--- config.mk ---
export PLATFORM = sky130hd
export DESIGN_NAME = mlab_stream_reader_flat
export DESIGN_NICKNAME = d
export VERILOG_FILES = /design/src/rtl/mlab_stream_reader_if.sv /design/src/rtl/mlab_stream_reader.sv /design/src/flat_wrapper.sv
export SDC_FILE = /design/constraint.sdc
export NUM_CORES = 1
export LEC_CHECK = 0
export ABC_AREA = 1
export CAP_MARGIN = 15
export CORE_ASPECT_RATIO = 1.2
export CORE_MARGIN = 4
export CORE_UTILIZATION = 56
export CTS_CLUSTER_DIAMETER = 60
export DETAILED_ROUTE_END_ITERATION = 12
export GPL_ROUTABILITY_DRIVEN = 0
export HOLD_SLACK_MARGIN = 0.12
export PLACE_DENSITY = 0.81
export SLEW_MARGIN = 10
export SYNTH_ARGS = -nofsm -noshare
export SYNTH_HDL_FRONTEND = slang
export SYNTH_SLANG_ARGS = --single-unit
--- constraint.sdc ---
create_clock -name i_clock -period 3 [get_ports i_clock]
set_clock_uncertainty 0.15 [all_clocks]
set_input_delay 0.6 -clock i_clock [delete_from_list [all_inputs] [get_ports i_clock]]
set_output_delay 0.6 -clock i_clock [all_outputs]
set_load 0.02 [all_outputs]
--- src/rtl/mlab_stream_reader_if.sv ---
// Bus between mlab_stream_reader and its surroundings: block command/status,
// MLAB read port and the output word stream.
interface mlab_stream_reader_if #(
  parameter int unsigned WIDTH = 32,
  parameter int unsigned AW    = 8
);
  logic                    start;
  logic [AW-1:0]           base_addr;
  logic [AW-1:0]           count;
  logic [AW-1:0]           readaddr;
  logic signed [WIDTH-1:0] ram_q;
  logic signed [WIDTH-1:0] out_data;
  logic                    out_valid;
  logic                    out_ready;
  logic                    busy;
  logic                    done;
  logic                    err;

  modport slave (
    input  start, base_addr, count, ram_q, out_ready,
    output readaddr, out_data, out_valid, busy, done, err
  );

  modport master (
    output start, base_addr, count, ram_q, out_ready,
    input  readaddr, out_data, out_valid, busy, done, err
  );
endinterface

--- src/rtl/mlab_stream_reader.sv ---
// Streams a block of words out of an MLAB buffer (registered-output RAM, 1-cycle
// read latency) into a valid/ready stream, with a small skid buffer for stalls.
module mlab_stream_reader #(
  parameter int unsigned DEPTH = 20,
  parameter int unsigned WIDTH = 32,
  parameter int unsigned AW    = 8
) (
  input  logic                  i_clock,
  input  logic                  i_reset_n,
  mlab_stream_reader_if.slave   bus
);

  localparam int unsigned   BUF_DEPTH = 4;
  localparam logic [AW-1:0] DEPTH_AW  = AW'(DEPTH);
  localparam logic [AW-1:0] LAST_ADDR = AW'(DEPTH - 1);

  typedef enum logic [1:0] {StIdle, StRead, StDrain} state_e;

  state_e                  r_state;
  logic [AW-1:0]           r_readaddr;
  logic [AW-1:0]           r_issue_left;
  logic [AW-1:0]           r_xfer_left;
  logic                    r_rd_v1;
  logic                    r_rd_v2;
  logic [2:0]              r_credit;
  logic signed [WIDTH-1:0] r_buf [BUF_DEPTH];
  logic [1:0]              r_wptr;
  logic [1:0]              r_rptr;
  logic [2:0]              r_cnt;
  logic                    r_busy;
  logic                    r_done;
  logic                    r_err;

  logic          w_pop;
  logic          w_push;
  logic          w_start_ok;
  logic          w_accept;
  logic          w_reject;
  logic          w_issue_more;
  logic          w_issue;
  logic [AW-1:0] w_next_addr;

  assign w_pop        = (r_cnt != 3'd0) && bus.out_ready;
  // r_rd_v2 marks the cycle in which ram_q carries the word read two edges ago.
  assign w_push       = r_rd_v2;
  assign w_start_ok   = (bus.count != '0) && (bus.count <= DEPTH_AW) &&
                        (bus.base_addr < DEPTH_AW);
  assign w_accept     = (r_state == StIdle) && bus.start && w_start_ok;
  assign w_reject     = (r_state == StIdle) && bus.start && !w_start_ok;
  // Credit counts buffered words plus reads in flight, so the buffer never overflows.
  assign w_issue_more = (r_state == StRead) && (r_issue_left != '0) &&
                        (r_credit < 3'(BUF_DEPTH));
  assign w_issue      = w_accept || w_issue_more;
  assign w_next_addr  = (r_readaddr == LAST_ADDR) ? '0 : r_readaddr + 1'b1;

  always_ff @(posedge i_clock or negedge i_reset_n) begin
    if (!i_reset_n) begin
      r_state      <= StIdle;
      r_readaddr   <= '0;
      r_issue_left <= '0;
      r_xfer_left  <= '0;
      r_rd_v1      <= 1'b0;
      r_rd_v2      <= 1'b0;
      r_credit     <= '0;
      r_wptr       <= '0;
      r_rptr       <= '0;
      r_cnt        <= '0;
      r_busy       <= 1'b0;
      r_done       <= 1'b0;
      r_err        <= 1'b0;
      for (int unsigned i = 0; i < BUF_DEPTH; i++) begin
        r_buf[i] <= '0;
      end
    end else begin
      r_done   <= 1'b0;
      r_err    <= w_reject;
      r_rd_v1  <= w_issue;
      r_rd_v2  <= r_rd_v1;
      r_credit <= r_credit + {2'b00, w_issue} - {2'b00, w_pop};
      r_cnt    <= r_cnt + {2'b00, w_push} - {2'b00, w_pop};

      if (w_push) begin
        r_buf[r_wptr] <= bus.ram_q;
        r_wptr        <= r_wptr + 1'b1;
      end
      if (w_pop) begin
        r_rptr <= r_rptr + 1'b1;
      end

      case (r_state)
        StIdle: begin
          if (w_accept) begin
            r_state      <= StRead;
            r_busy       <= 1'b1;
            r_readaddr   <= bus.base_addr;
            r_issue_left <= bus.count - 1'b1;
            r_xfer_left  <= bus.count;
          end
        end
        StRead: begin
          if (w_issue_more) begin
            r_readaddr   <= w_next_addr;
            r_issue_left <= r_issue_left - 1'b1;
          end
          if ((r_issue_left == '0) || (w_issue_more && (r_issue_left == AW'(1)))) begin
            r_state <= StDrain;
          end
        end
        StDrain: ;
        default: r_state <= StIdle;
      endcase

      // Final transfer always lands in DRAIN; checked for any busy state for robustness.
      if ((r_state != StIdle) && w_pop) begin
        r_xfer_left <= r_xfer_left - 1'b1;
        if (r_xfer_left == AW'(1)) begin
          r_state <= StIdle;
          r_busy  <= 1'b0;
          r_done  <= 1'b1;
        end
      end
    end
  end

  assign bus.readaddr  = r_readaddr;
  assign bus.out_data  = r_buf[r_rptr];
  assign bus.out_valid = (r_cnt != 3'd0);
  assign bus.busy      = r_busy;
  assign bus.done      = r_done;
  assign bus.err       = r_err;

endmodule

--- src/flat_wrapper.sv ---
// flat-port wrapper written by rule: the top's interface ports become plain ports
module mlab_stream_reader_flat 
#(
  parameter int unsigned DEPTH = 20,
  parameter int unsigned WIDTH = 32,
  parameter int unsigned AW    = 8
)
  (i_clock, i_reset_n, bus_start, bus_base_addr, bus_count, bus_ram_q, bus_out_ready, bus_readaddr, bus_out_data, bus_out_valid, bus_busy, bus_done, bus_err);
  mlab_stream_reader_if #(.WIDTH(WIDTH), .AW(AW)) bus_i ();
  input  logic i_clock;
  input  logic i_reset_n;
  input wire logic [$bits(bus_i.start)-1:0] bus_start;
  input wire logic [$bits(bus_i.base_addr)-1:0] bus_base_addr;
  input wire logic [$bits(bus_i.count)-1:0] bus_count;
  input wire logic [$bits(bus_i.ram_q)-1:0] bus_ram_q;
  input wire logic [$bits(bus_i.out_ready)-1:0] bus_out_ready;
  output wire logic [$bits(bus_i.readaddr)-1:0] bus_readaddr;
  output wire logic [$bits(bus_i.out_data)-1:0] bus_out_data;
  output wire logic [$bits(bus_i.out_valid)-1:0] bus_out_valid;
  output wire logic [$bits(bus_i.busy)-1:0] bus_busy;
  output wire logic [$bits(bus_i.done)-1:0] bus_done;
  output wire logic [$bits(bus_i.err)-1:0] bus_err;
  assign bus_i.start = bus_start;
  assign bus_i.base_addr = bus_base_addr;
  assign bus_i.count = bus_count;
  assign bus_i.ram_q = bus_ram_q;
  assign bus_i.out_ready = bus_out_ready;
  assign bus_readaddr = bus_i.readaddr;
  assign bus_out_data = bus_i.out_data;
  assign bus_out_valid = bus_i.out_valid;
  assign bus_busy = bus_i.busy;
  assign bus_done = bus_i.done;
  assign bus_err = bus_i.err;
  mlab_stream_reader #(.DEPTH(DEPTH), .WIDTH(WIDTH), .AW(AW)) u_core (.i_clock(i_clock), .i_reset_n(i_reset_n), .bus(bus_i));
endmodule
### After elaboration in Yosys (flattened, before gate mapping)

Cells that the tools add are included.

* bits in registers: 169
* latch bits: 0
* bits in writable memories: 0
* memory bits (read-only): 0
* input port bits: 52
* output and inout bits: 44
* logic and storage cells: 94
* memories: 0

* add/subtract/negate cells: 10
* $mul: 0
* div/mod/pow operators: 0
* $lt $le $gt $ge: 6
* eq/ne operators: 7
* shift-type cells: 0
* muxes and demuxes: 27
* bitwise logic cells: 2
* reduce and logical (&&, ||, !) cells: 25

Operators by type and width (number)
* bitwise mux 128 bit: 1
* 2-to-1 mux 32 bit: 3
* binary-select mux 32 bit (select 2 bit): 1
* demux 32 bit (select 2 bit): 1
* 2-to-1 mux 8 bit: 8
* case mux 8 bit (2 select lines): 2
* subtractor 8 x 1 -> 8 bit, second input constant: 3
* == test 8 x 1 -> 1 bit, second input constant: 2
* nonzero test 8 bit: 2
* logical AND 1 bit: 11
* adder 8 x 1 -> 8 bit, second input constant: 1
* == test 8 x 5 -> 1 bit, second input constant: 1
* <= comparator 8 x 5 -> 1 bit, second input constant: 1
* zero test 8 bit: 1
* less-than comparator 8 x 5 -> 1 bit, second input constant: 1
* 2-to-1 mux 2 bit: 4
* nonzero test 2 bit: 4
* adder 3 x 1 -> 3 bit: 2
* greater-or-equal comparator 3 bit, second input constant: 2
* 2-to-1 mux 1 bit: 6
* NOT 2 -> 3 bit: 2
* case mux 2 bit (3 select lines): 1
* subtractor 3 x 1 -> 3 bit: 2
* adder 2 x 1 -> 2 bit, second input constant: 2
* other kinds (11): 13

### Longest topological paths before layout

* depth after elaboration: 9
* depth in mapped cells: 13
* gate-level depth less buffers: 12

### Worst setup path before layout

No wires, ideal clock.

* path kind: input to register
* from: input port bus_count[0]
* to: register u_core.r_credit[2]
* library setup time: 0.123 ns
* arrival time: 2.185 ns
* data required time: 2.727 ns
* slack: 0.543 ns
* cell stages on the path: 13
* path buffers: 1
* cells stage by stage: inv_1 ha_1 nand2_1 nand3_1 nand2_1 inv_1 nand3_4 nand2_8 buf_8 ha_1 inv_1 fa_1 xnor2_1

* cells in the longest elaborated chain, start to end: 7
* elaborated cells between the ends (all ways): 8
* classes of those cells: add/sub: 2; order compare: 1; reduce/logical: 5

Ends and longest elaborated chain
* from (decl): line flat_wrapper.sv:14 `input wire logic [$bits(bus_i.count)-1:0] bus_count;`
* <= comparator 8 x 5 -> 1 bit or nonzero test 8 bit (tied branches): line mlab_stream_reader.sv:46 `assign w_start_ok = (bus.count != '0) && (bus.count <= DEPTH_AW) &&`
* logical AND 1 bit * (2 in series): line mlab_stream_reader.sv:46
* logical AND 1 bit *: line mlab_stream_reader.sv:48 `assign w_accept = (r_state == StIdle) && bus.start && w_start_ok;`
* logical OR 1 bit *: line mlab_stream_reader.sv:53 `assign w_issue = w_accept || w_issue_more;`
* named net u_core.w_issue: line mlab_stream_reader.sv:40 `logic w_issue;`
* adder 3 x 1 -> 3 bit *: line mlab_stream_reader.sv:79 `r_credit <= r_credit + {2'b00, w_issue} - {2'b00, w_pop};`
* subtractor 3 x 1 -> 3 bit *: line mlab_stream_reader.sv:79
* to (signal assigned): line mlab_stream_reader.sv:79
* to (decl): line mlab_stream_reader.sv:25 `logic [2:0] r_credit;`

The timed path passes the listed nets; every way through them passes the cells marked *.
A chain may end at the register's enable or synchronous reset.

### Worst setup path after layout

* from: register u_core.r_rptr[0]
* to: output port bus_out_data[26]

* cells in the longest elaborated chain, start to end: 4

Ends and longest elaborated chain
* from (decl): line mlab_stream_reader.sv:28 `logic [1:0] r_rptr;`
* from (signal assigned): line mlab_stream_reader.sv:87 `r_rptr <= r_rptr + 1'b1;`
* NOT 2 -> 3 bit (implied by the code): line mlab_stream_reader.sv:126 `assign bus.out_data = r_buf[r_rptr];`
* binary-select mux 32 bit (select 2 bit): line mlab_stream_reader.sv:126
* 2-to-1 mux 32 bit (implied by the code) (2 in series): line mlab_stream_reader.sv:126
* to (decl): line flat_wrapper.sv:18 `output wire logic [$bits(bus_i.out_data)-1:0] bus_out_data;`

Every way passes these cells. The select of a mux whose other input is x is not followed.

==> results.sh <==
export IMPL_critPathArrivalTime_ns=2.26
export IMPL_timing_setup_tns_ns=-0.00884
export IMPL_layoutNonFillerInstCount=1280
export IMPL_period_needed_ns=3.01
export IMPL_worst_setup_path_end_kind="output pin"
export IMPL_first_pass_iters=5
export IMPL_drc=0
export IMPL_clock_sinks=169
export IMPL_multi_input_area_um2=3430
export IMPL_seq_area_frac_synth_pct=51.4
export IMPL_grt_antenna_before_repair=0
export IMPL_p_comb_share_pct=45.8
export IMPL_postLayoutSetupSlackWorst_ns=-0.00884
export IMPL_wire_per_inst_um=15.0
export IMPL_viasPerCell=5.59
export IMPL_ys_ff_latch=169
export IMPL_place_area_um2=9350
export IMPL_vdd_ir_drop_max_mv=0.513
export IMPL_dieHeight_um=141
export IMPL_grt_usage_pct=23.1
export IMPL_place_worst_setup_slack_ns=0.122
export IMPL_synth_cell_types=33
export IMPL_postCtsSetupBuffers=0
export IMPL_maxCapViolCount=0
export IMPL_core_area_um2=14400
export IMPL_status="finished with violations"
export IMPL_synth_nets=1084
export IMPL_syn2layout_area_growth_pct=20.6
export IMPL_grt_max_degree=84
export IMPL_cts_made_buffers=17
export IMPL_cp_max_fo=32
export IMPL_hold_path_class="register to register"
export IMPL_synthCells=1015
export IMPL_violations="negative setup slack"
export IMPL_worstSkewPairLatency_ns=0.42
export IMPL_htree_levels=4
export IMPL_fin_area_um2=9920
export IMPL_dp_hpwl_um=12000
export IMPL_drv_slew=0
export IMPL_avgSynthCellArea_um2=8.11
export IMPL_synth_area_um2=8230
export IMPL_hold_violations=0
export IMPL_nFillCells=1169
export IMPL_dieArea_um2=16700
export IMPL_drtIter0Drc=614
export IMPL_initial_core_util_pct=57.1
export IMPL_intPower_uw=6660
export IMPL_switchingPower_uw=4530
export IMPL_port_buffers=95
export IMPL_p_leak_uw=0.00491
export IMPL_row_count=48
export IMPL_ant_nets=0
export IMPL_tightest_slew_ns=0.625
export IMPL_numPlacedInstances=1248
export IMPL_path_clk_slew_ns=0.06
export IMPL_routed_wl_um=19200
export IMPL_required_ns=2.25
export IMPL_rsz0062_at_grt="true"
export IMPL_synth_warnings=0
export IMPL_root_buffer="clkbuf_16"
export IMPL_cts_path_max_buffers=2
export IMPL_crit_path_start_kind="register"
export IMPL_swShare_pct=40.5
export IMPL_seqCellArea_um2=4230
export IMPL_setup_viol=1
export IMPL_overflow=0
export IMPL_antenna_cells=0
export IMPL_max_slew_margin_rel_pct=58.3
export IMPL_grt_pass1_wl_um=31700
export IMPL_vias=7149
export IMPL_max_freq_ghz=0.332
export IMPL_period_share_pct=100
export IMPL_die_w_um=119
export IMPL_power_frac_seq_pct=36.5
export IMPL_p_clk_share_pct=17.6
export IMPL_ios=96
export IMPL_nets=1163
export IMPL_power_density_nw_per_um2=1130
export IMPL_layout_drive_gt1_share_pct=5.97
export IMPL_cts_tree="done"
export IMPL_grt_pass1_vias=6765
export IMPL_path_class="register to output pin"
[final timing paths]
kind / start / to / slack (ns) / depth (start not counted)
worst max-delay path: u_core.r_rptr[0]$_DFFE_PN0P_ / bus_out_data[26] / -0.009 / 4
worst min-delay path: u_core.r_rd_v1$_DFF_PN0_ / u_core.r_rd_v2$_DFF_PN0_ / 0.21 / 0
worst max register to register: u_core.r_issue_left[0]$_DFFE_PN0P_ / u_core.r_credit[1]$_DFF_PN0_ / 0.65 / 11
worst min register to register: u_core.r_rd_v1$_DFF_PN0_ / u_core.r_rd_v2$_DFF_PN0_ / 0.21 / 0
max in group asynchronous: i_reset_n / u_core.r_buf[57]$_DFFE_PN0P_ / 1.55 / 3
min in group asynchronous: i_reset_n / u_core.r_buf[35]$_DFFE_PN0P_ / 0.45 / 2
[power by group through the flow]
stage          Sequential [µW]  Combinational (µW)  Clock (µW)
6_report                  4090                5130        1970
4_1_cts                   4070                5120        2000
3_5_place_dp              4090                5100           0
2_1_floorplan             3980                3280           0
5_1_grt                   4220                5710        2110
3_3_place_gp              4050                4980           0
[cells in the mapped netlist]
master    number  share of area, %
nand2_1      252                11
o21ai_0      208                13
dfrtp_1      169                51
nor2_1       101               4.6
inv_1         86               3.9
nand3_1       53               3.2
clkbuf_1      40               1.8
o22ai_1       32               2.4
ha_1          15               2.3
buf_2          9              0.55
xor2_1         9              0.96
nand4_1        7              0.53
xnor2_1        5              0.53
inv_2          3              0.14
a21oi_1        2              0.12
buf_4          2              0.18
buf_6          2              0.27
fa_1           2              0.49
nand2_2        2              0.15
nand2_8        2              0.49
nor2_4         2              0.27
a21boi_0       1             0.091
a21oi_2        1              0.11
buf_8          1              0.18
mux2i_1        1              0.12
nand2_4        1              0.14
nand3_4        1              0.21
nor2_2         1             0.076
nor3_1         1             0.061
nor3_2         1              0.12
nor3_4         1              0.20
nor3b_1        1             0.091
o21bai_1       1             0.091
[stage by stage]
step	hold slack, ns	utilization [%]	power (µW)
after floorplan	0.154	-	7260
after global placement	0.183	64.9	9030
after detailed placement	0.192	64.9	9190
after CTS	0.206	68.6	11200
after global routing	0.232	68.8	12000
final	0.207	68.8	11200
[critical path, stage by stage, from the launching register on]
cell and delay, ns:
dfrtp_2 0.37, buf_4 0.32, o21ai_0 0.16, o22ai_1 0.31
clkdlybuf4s50_1 0.67
[state kept, by name, summed over array words and instances (netlist names)]
register and count:
u_core.bus.busy 1, u_core.bus.done 1, u_core.bus.err 1, u_core.bus.readaddr 8, u_core.r_buf 128, u_core.r_cnt 3
u_core.r_credit 3, u_core.r_issue_left 8, u_core.r_rd_v1 1, u_core.r_rd_v2 1, u_core.r_rptr 2, u_core.r_state 2
u_core.r_wptr 2, u_core.r_xfer_left 8
[logic make-up (layout without fill, tap and decap cells)]
| group | after synthesis | in the layout | synth area share, % |
|---|---|---|---|
| simple gates | 426 | 426 | 21.7 |
| compound gates | 245 | 245 | 15.5 |
| flops | 169 | 169 | 51.4 |
| buf+inv | 143 | 233 | 7.07 |
| fa+ha+maj | 17 | 17 | 2.77 |
| xor+xnor | 14 | 14 | 1.49 |
| mux | 1 | 1 | 0.122 |
[per-layer routing]
metal | wire, µm | vias up | global-route usage (%) | share of wire, %
met4 | 262 | 0 | 6.47 | 1.4
met1 | 8300 | 3452 | 30.4 | 43
met5 | 0 | - | 0 | 0
met3 | 1010 | 23 | 5.10 | 5.3
met2 | 9610 | 228 | 38.7 | 50
li1 | - | 3446 | - | -
[cell usage in the layout, fill, tap and decap left out, drive strengths merged]
| master | count |
|---|---|
| nor3 | 3 |
| o22ai | 32 |
| clkinvlp | 1 |
| xnor2 | 5 |
| dfrtp | 169 |
| dlymetal6s2s | 5 |
| a21oi | 3 |
| dlygate4sd3 | 1 |
| nor2 | 104 |
| ha | 15 |
| nor3b | 1 |
| nand3 | 54 |
| xor2 | 9 |
| clkbuf | 24 |
| fa | 2 |
| a21boi | 1 |
| clkdlybuf4s50 | 86 |
| o21bai | 1 |
| buf | 18 |
| clkinv | 6 |
| mux2i | 1 |
| dlygate4sd2 | 3 |
| inv | 89 |
| nand2 | 257 |
| nand4 | 7 |
| o21ai | 208 |
[cell type report]
cell class                      instances  share of cell area (%)
Clock buffer                           23                    4.82
Timing Repair Buffer                  114                    12.0
Multi-Input combinational cell        703                    34.6
Sequential cell                       169                    42.6
Clock inverter                          7                   0.454
Inverter                               89                    3.37
Tap cell                              175                    2.21
[repair_timing]
item | CTS | global route
endpoints found under the hold margin | 21 | 0
hold buffers | 1 | 0
resized for setup | 3 | 5
gates cloned | 0 | 1
setup endpoints to repair | 3 | 17
Note: power is estimated with default switching activity, not from simulation.
